### src/rtl/reg_pkg.sv
// Shared constants, requester encoding and register-index decode for the
// register bank and its write-port scheduler.
package reg_pkg;

  localparam int DATA_W = 32;
  localparam int ADDR_W = 5;
  localparam int NREGS  = 2 ** ADDR_W;

  typedef enum logic {
    REQ_ALU = 1'b0,
    REQ_MEM = 1'b1
  } req_e;

  function automatic logic [NREGS-1:0] onehot(input logic [ADDR_W-1:0] idx);
    logic [NREGS-1:0] v;
    v      = '0;
    v[idx] = 1'b1;
    return v;
  endfunction

endpackage

### src/rtl/rr_arbiter2.sv
// Two-input round-robin arbiter: with both requests up, the requester that
// was not granted last wins. The pointer moves only when advance is high.
module rr_arbiter2
  import reg_pkg::*;
(
  input  logic       clk,
  input  logic       reset,
  input  logic [1:0] req,
  input  logic       advance,
  output logic [1:0] gnt
);

  req_e ptr_reg;
  req_e ptr_next;

  always_ff @(posedge clk) begin
    if (reset) begin
      ptr_reg <= REQ_ALU;
    end else begin
      ptr_reg <= ptr_next;
    end
  end

  always_comb begin
    gnt      = req;
    ptr_next = ptr_reg;
    if (req == 2'b11) begin
      gnt = (ptr_reg == REQ_ALU) ? 2'b01 : 2'b10;
    end
    // Priority passes to whichever side did not win this transfer.
    if (advance) begin
      ptr_next = gnt[REQ_ALU] ? REQ_MEM : REQ_ALU;
    end
  end

endmodule

### src/rtl/reg_write_sched.sv
// Write-port scheduler for the register bank: arbitrates ALU and memory
// writebacks onto one registered write path and tracks pending producers.
module reg_write_sched
  import reg_pkg::*;
(
  input  logic              clk,
  input  logic              reset,
  input  logic              alu_valid,
  output logic              alu_ready,
  input  logic [ADDR_W-1:0] alu_rd,
  input  logic [DATA_W-1:0] alu_data,
  input  logic              mem_valid,
  output logic              mem_ready,
  input  logic [ADDR_W-1:0] mem_rd,
  input  logic [DATA_W-1:0] mem_data,
  input  logic              issue_valid,
  input  logic [ADDR_W-1:0] issue_rd,
  output logic [NREGS-1:0]  rf_write,
  output logic [DATA_W-1:0] rf_data,
  output logic [NREGS-1:0]  busy
);

  logic [1:0]        gnt;
  logic              accept;
  logic [ADDR_W-1:0] sel_rd;
  logic [DATA_W-1:0] sel_data;

  logic [NREGS-1:0]  rf_write_reg, rf_write_next;
  logic [DATA_W-1:0] rf_data_reg, rf_data_next;
  logic [NREGS-1:0]  busy_reg, busy_next;

  rr_arbiter2 u_arb (
    .clk     (clk),
    .reset   (reset),
    .req     ({mem_valid, alu_valid}),
    .advance (accept),
    .gnt     (gnt)
  );

  assign alu_ready = gnt[REQ_ALU] & ~reset;
  assign mem_ready = gnt[REQ_MEM] & ~reset;
  assign accept    = alu_ready | mem_ready;

  assign sel_rd   = alu_ready ? alu_rd   : mem_rd;
  assign sel_data = alu_ready ? alu_data : mem_data;

  always_comb begin
    rf_write_next = '0;
    rf_data_next  = rf_data_reg;
    // A write to register 0 is consumed but never reaches the bank.
    if (accept && (sel_rd != '0)) begin
      rf_write_next = onehot(sel_rd);
      rf_data_next  = sel_data;
    end
  end

  always_comb begin
    busy_next = busy_reg & ~rf_write_reg;
    // Applied after the clear so a fresh producer keeps the bit set.
    if (issue_valid && (issue_rd != '0)) begin
      busy_next = busy_next | onehot(issue_rd);
    end
    busy_next[0] = 1'b0;
  end

  always_ff @(posedge clk) begin
    if (reset) begin
      rf_write_reg <= '0;
      rf_data_reg  <= '0;
      busy_reg     <= '0;
    end else begin
      rf_write_reg <= rf_write_next;
      rf_data_reg  <= rf_data_next;
      busy_reg     <= busy_next;
    end
  end

  assign rf_write = rf_write_reg;
  assign rf_data  = rf_data_reg;
  assign busy     = busy_reg;

endmodule

### config.mk
export PLATFORM = sky130hd
export DESIGN_NAME = reg_write_sched
export DESIGN_NICKNAME = d
export VERILOG_FILES = /design/src/rtl/reg_pkg.sv /design/src/rtl/rr_arbiter2.sv /design/src/rtl/reg_write_sched.sv
export SDC_FILE = /design/constraint.sdc
export NUM_CORES = 1
export LEC_CHECK = 0
export CAP_MARGIN = 20
export CELL_PAD_IN_SITES_DETAIL_PLACEMENT = 0
export CELL_PAD_IN_SITES_GLOBAL_PLACEMENT = 1
export CORE_MARGIN = 2
export CORE_UTILIZATION = 30
export CTS_BUF_LIST = sky130_fd_sc_hd__clkbuf_8 sky130_fd_sc_hd__clkbuf_16
export CTS_CLUSTER_DIAMETER = 150
export DETAILED_ROUTE_END_ITERATION = 8
export GPL_ROUTABILITY_DRIVEN = 0
export PLACE_DENSITY = 0.87
export SLEW_MARGIN = 20
export SYNTH_ARGS = -nofsm -noshare
export SYNTH_HDL_FRONTEND = slang
export SYNTH_SLANG_ARGS = --single-unit
### constraint.sdc
create_clock -name clk -period 2.75 [get_ports clk]
set_clock_uncertainty 0.15 [all_clocks]
set_input_delay 0.55 -clock clk [delete_from_list [all_inputs] [get_ports clk]]
set_output_delay 0.55 -clock clk [all_outputs]
set_load 0.005 [all_outputs]
# After elaboration in Yosys (flattened, before gate mapping)
# Index checks and enable logic that the tools add are counted.
# W data, S select, Z words.
[word_totals] register_bits=97 input_bits=84 output_inout_bits=98 word_cells=35
[op_classes] magnitude_cmp=4 eq_ne=1 mux=10 n_bitwise=8 n_reduce_logical=7
[op_table] op="$mux W32" n=2
[op_table] op="$and A32 B32 Y32" n=1
[op_table] op="$not A32 Y32" n=1
[op_table] op="$or A32 B32 Y32" n=1
[op_table] op="$lt A5 B6 Y1 const B" n=2
[op_table] op="$demux W1 S5" n=2
[op_table] op="$ge A5 B1 Y1 const B" n=2
[op_table] op="$reduce_bool A5 Y1" n=2
[op_table] op="$mux W5" n=1
[op_table] op="$logic_and A1 B1 Y1" n=4
[op_table] op="$mux W2" n=2
[op_table] op="$mux W1" n=3
[op_table] op="$and A1 B1 Y1" n=2
[op_table] op="$eq A2 B2 Y1 const B" n=1
[op_table] op="$not A1 Y1" n=2
[op_table] op="$reduce_or A2 Y1" n=1
[op_table] op="$or A1 B1 Y1" n=1

# Longest topological paths before layout
[depth] depth_word=8 ltp_mapped=8

# By module
# A second synthesis with hierarchy kept.
[unflattened] cells_unflattened=409 area_unflattened_um2=3980.1
[by_module_without_submodules] module="reg_write_sched" instances=1 cells_per_inst=402 area_per_inst_um2=3912.5
[by_module_without_submodules] module="rr_arbiter2" instances=1 cells_per_inst=7 area_per_inst_um2=67.6

# Least setup slack after synthesis
# Ideal clock, no wire load.
[synth_timing] path_type="input -> register" start="input alu_valid" end="register rf_data_reg[10], in the netlist rf_data[10]" arrival_ns=2.100 t_required_ns=2.528 setup_slack_ns=0.428 path_stages=7 path_buffers=2 cell_sequence="a21bo_1 -> or2_1 -> buf_6 -> mux2i_4 -> o31ai_4 -> buf_8 -> mux2i_1"
[synth_between] elab_chain_len=6
[synth_lines] element="start: declaration" line_no="reg_write_sched.sv:8" source="input logic alu_valid,"
[synth_lines] element="$eq A2 B2 Y1" line_no="rr_arbiter2.sv:27" source="if (req == 2'b11) begin"
[synth_lines] element="$mux W2 (*)" line_no="rr_arbiter2.sv:27"
[synth_lines] element="$and A1 B1 Y1" line_no="reg_write_sched.sv:40" source="assign alu_ready = gnt[REQ_ALU] & ~reset;"
[synth_lines] element="$mux W5" line_no="reg_write_sched.sv:44" source="assign sel_rd = alu_ready ? alu_rd : mem_rd;"
[synth_lines] element="$reduce_bool A5 Y1" line_no="reg_write_sched.sv:51" source="if (accept && (sel_rd != '0)) begin"
[synth_lines] element="$logic_and A1 B1 Y1" line_no="reg_write_sched.sv:51"
[synth_lines] element="end signal: assignment" line_no="reg_write_sched.sv:73" source="rf_data_reg <= rf_data_next;"
[synth_lines] element="end: declaration" line_no="reg_write_sched.sv:29" source="logic [DATA_W-1:0] rf_data_reg, rf_data_next;"
# Every way passes the cells marked *; elsewhere a longest branch is shown, timed or not.
# A chain may end at the register's enable or synchronous reset.

# Worst setup path in the final report
[layout_timing] start="input alu_valid" end="output alu_ready"
[layout_between] elab_chain_len=3
[layout_lines] element="$eq A2 B2 Y1" line_no="rr_arbiter2.sv:27"
[layout_lines] element="$mux W2 (*)" line_no="rr_arbiter2.sv:27"
[layout_lines] element="$and A1 B1 Y1 (*)" line_no="reg_write_sched.sv:40"
[layout_lines] element="end: declaration" line_no="reg_write_sched.sv:9" source="output logic alu_ready,"
# Marked as above.

==> results.md <==
Die:
- The width of the chip is approximately 120 µm.
- The floorplan has 42 rows.
- For this configuration, the core starts out at a cell density of 0.303.
- The area enclosed by the die boundary is 14200 µm².
- The height of the die is 119 µm.
- between 150 and 200 I/O pins were placed.
- After floorplanning, the core was sized to cover around 13000 µm².

Global route:
- In the global route stage, met1 resource usage came out at 0.191.
- The total track usage is 0.163.
- The initial antenna violation count is 1.
- The number of global-route vias before repair came to between 3000 and 4000.
- For this run the aggregate overflow at the end of global routing stands at 0.
- For met3 alone, demand over resource in global routing was 0.0465.
- The global-route met2 utilization is 0.290.
- Entering global routing, the biggest net connects 38 pins.
- The first global-routing pass estimated 18300 µm of wire.
- The global-route layer with the greatest usage is met2.

Clocking:
- The H-tree generated during clock tree synthesis spans 3 levels.
- After clock tree synthesis, the clock-pin slew on the worst setup and hold paths is 0.07 ns.
- The worst-skew pair later-pin latency is 0.34 ns.
- Post-CTS timing repair inserted 0 buffers for setup.
- The longest clock path from root to sink contains 2 buffers.
- The TritonCTS buffer count is 9.
- TritonCTS built the clock tree.
- The buffer cell driving the clock tree root is sky130_fd_sc_hd__clkbuf_16.
- The total number of clock tree sinks is between 90 and 100.

Yosys:
- A synthesized cell averages 9.95 µm².
- By count the netlist is led by 96 x sky130_fd_sc_hd__dfxtp_1, 66 x sky130_fd_sc_hd__mux2i_1, 45 x sky130_fd_sc_hd__nor2_1, 37 x sky130_fd_sc_hd__nand2b_1, 33 x sky130_fd_sc_hd__nor2b_1.
- Counting flops with an async set or reset pin after synthesis yields a share of 0.
- The sequential fraction of the synthesis area is 0.484.
- The Yosys warning count is 0.
- The post-synthesis cell count is 399.
- The flip-flop and latch count after synthesis is 96.
- The cell area that synthesis handed to floorplanning was about 4000 µm².
- Counting flops with a built-in enable in the synthesized netlist gives 0.
- The leading cell type by number of instances after synthesis is sky130_fd_sc_hd__dfxtp_1.
- Synthesis instantiated 34 different standard cells from the library.
- The fraction of post-synthesis cell area in the top cell type by area is 0.484.
- Yosys attributes the largest share of cell area to sky130_fd_sc_hd__dfxtp_1 48%, sky130_fd_sc_hd__mux2i_1 17%, sky130_fd_sc_hd__nand2b_1 5.8%.
- Summed over all instances, the cell type with the most area after synthesis is sky130_fd_sc_hd__dfxtp_1.
- The most used flip-flop cell after synthesis is sky130_fd_sc_hd__dfxtp_1.

Setup path:
- At the worst endpoint, the required time is 2.05 ns.
- The critical path goes through clkdlybuf4s50_1, a21bo_1, or2_4, inv_2, dlygate4sd2_1.
- The number of buffers and inverters on the critical path is 3.
- The start point of the critical path is alu_valid.
- The path depth of the worst reg2reg path is 7.
- For this design, the slowest cell found on the critical path is sky130_fd_sc_hd__clkdlybuf4s50_1.
- The critical path is of the primary input to output pin type.
- On the worst path, the slowest cell contributes a delay of roughly 0.48 ns.
- The biggest fanout along the worst timing path is 5.
- Counting buffers and inverters, the worst setup path is 5 cells deep.
- The endpoint identified for the worst register-to-register timing path is rf_data[17]$_SDFFE_PP0P_.
- The cell class contributing the biggest share of worst-path delay is buffers and inverters.
- The launch instance of the worst register-to-register path is u_arb.ptr_reg$_SDFFE_PP0P_.
- The internal reg-to-reg setup slack is 0.58 ns.
- The startpoint kind of the worst setup timing path is a primary input.
- The endpoint class of the critical path is an output pin.
- The endpoint of the most critical setup path is alu_ready.
- The worst endpoint data arrival time is 1.86 ns.

Drt:
- The number of nets still failing antenna checks after routing is 0.
- In this run, the number of DRC markers left after iteration 0 of detailed routing was between 200 and 250.
- For this block, the routed nets add up to 11600 µm of wire.
- The total vias in the final route is about 3600.
- After detailed routing, the number of vias per cell comes to around 4.6.
- Dividing the detail-routed wire length by the instance count gives 15.0 µm.
- In the routed design, unresolved DRC markers number 0.
- The detailed-router iteration count before antenna repair is 4.

Pwr:
- The cell-internal power is 2.54 mW.
- For this design the static power due to leakage is approximately 2.7 nW.
- The share of total power dissipated in sequential elements is 0.445.
- The worst ir drop on vdd is 315 µV.
- The switching power as a share of total power is 0.243.
- Dividing total power by cell area gives a power density of 526 nW/µm².
- For this design the total switching power over the nets is roughly 800 µW.
- The sum of internal, switching and leakage power is 3.35 mW.
- Of the total power, combinational logic draws 0.166.
- Of the total power, the clock network draws 0.389.

Status:
- The flow ran to the end, and the final reports show no timing, DRC or antenna violations.

Job:
- The max-capacitance violation count is 0.

STA:
- The count of final setup violators is 0.
- The number of hold violations in the final report is 0.
- The number of max-slew violations in the final report is 0.
- Setup repair after global routing left no endpoint under its margin.
- The final clock period utilization by the worst path is 0.931.
- The worst path setup slack after routing is 0.191 ns.
- The achievable frequency is roughly 400 MHz.
- The normalized max-slew margin is 0.592.
- Final hold analysis gives a worst-case slack of between 0.3 and 0.4 ns.
- The final period demand of the worst path is about 2.6 ns.
- The slew at the pin closest to its max-slew limit is a little over 0.6 ns.
- The summed negative setup slack over all endpoints is 0 ns.

Placement:
- The number of buffer cells added on primary ports is 180.
- The HPWL after detailed placement is slightly below 9000 µm.
- In this run the cell area measured after placement is roughly 6000 µm².
- The worst slack after detailed placement is -0.311 ns.
- The number of cells after detailed placement is about 760.

Hold path:
- The worst min-delay path category is register to register.

Cells and area:
- In the final layout, the share of cells above drive strength 1 is 0.0885.
- The number of nets in the layout is approximately 680.
- The end-of-flow core utilization is 0.487.
- Excluding fillers, the count of instances in the completed layout stands at between 700 and 800.
- The finished layout cell area is 6370 µm².
- The post-synthesis to final-layout area growth is 60.5%.
## layout by cell type, fill, tap and decap left out, drive strengths merged, types with 2 or more instances in the layout
master / instances
clkdlybuf4s50: 177
dfxtp: 96
mux2i: 69
nor2: 45
nand2b: 38
nor2b: 33
a21oi: 32
buf: 25
nor3: 23
clkbuf: 10
inv: 7
nor3b: 6
nand2: 5
nor4: 5
a31oi: 4
and3: 3
and3b: 3
or2: 3
nor4b: 2
conb: 2
clkinvlp: 2
o21ai: 2
## power by group through the flow
stage	combinational [mW]	sequential [mW]	clock (mW)
3_5_place_dp	0.559	1.52	0
2_1_floorplan	0.225	1.52	0
5_1_grt	0.598	1.50	1.40
6_report	0.557	1.49	1.30
3_3_place_gp	0.546	1.52	0
4_1_cts	0.562	1.49	1.34
## worst min-delay path by stage
stage	cells past startpoint	slack [ns]	end	startpoint
2_1_floorplan	2	0.31	u_arb.ptr_reg$_SDFFE_PP0P_	u_arb.ptr_reg$_SDFFE_PP0P_
3_3_place_gp	2	0.31	rf_data[12]$_SDFFE_PP0P_	rf_data[12]$_SDFFE_PP0P_
3_5_place_dp	2	0.32	rf_data[29]$_SDFFE_PP0P_	rf_data[29]$_SDFFE_PP0P_
4_1_cts	2	0.33	rf_data[29]$_SDFFE_PP0P_	rf_data[29]$_SDFFE_PP0P_
5_1_grt	2	0.35	rf_data[16]$_SDFFE_PP0P_	rf_data[16]$_SDFFE_PP0P_
6_report	2	0.33	rf_data[29]$_SDFFE_PP0P_	rf_data[29]$_SDFFE_PP0P_
## tightest hold or removal path: cells and delay by family (launching register included)
kind,cells,cell delay [ns]
flops,1,0.31
mux,1,0.06
simple gates,1,0.06
## final cells by class
type	count	area, µm²
Antenna cell	1	2.50
Clock inverter	6	73.8
Fill cell	1194	6710
Inverter	4	15.0
Timing Repair Buffer	204	1990
Tap cell	176	220
Multi-Input combinational cell	279	1900
Sequential cell	96	1920
Clock buffer	10	239
## per-layer routing
metal  part of all wire  vias up
met1               0.42     1632
met2               0.49      159
met3              0.079       10
met4              0.010        0
met5                  0        -
li1                   -     1757
## cells by family after synthesis
logic type | count (synthesis) | share of synthesized area
simple gates | 166 | 0.230
flops | 96 | 0.484
mux | 70 | 0.186
compound gates | 41 | 0.0611
buf+inv | 25 | 0.0378
other cells | 1 | 0.000945
## timing repair
item | 4_1_cts | 5_1_grt
endpoints found under the setup margin | 1 | 13
resized for setup | 2 | 2
hold buffers | 0 | 0
Note: power is estimated with default switching activity, not from simulation.
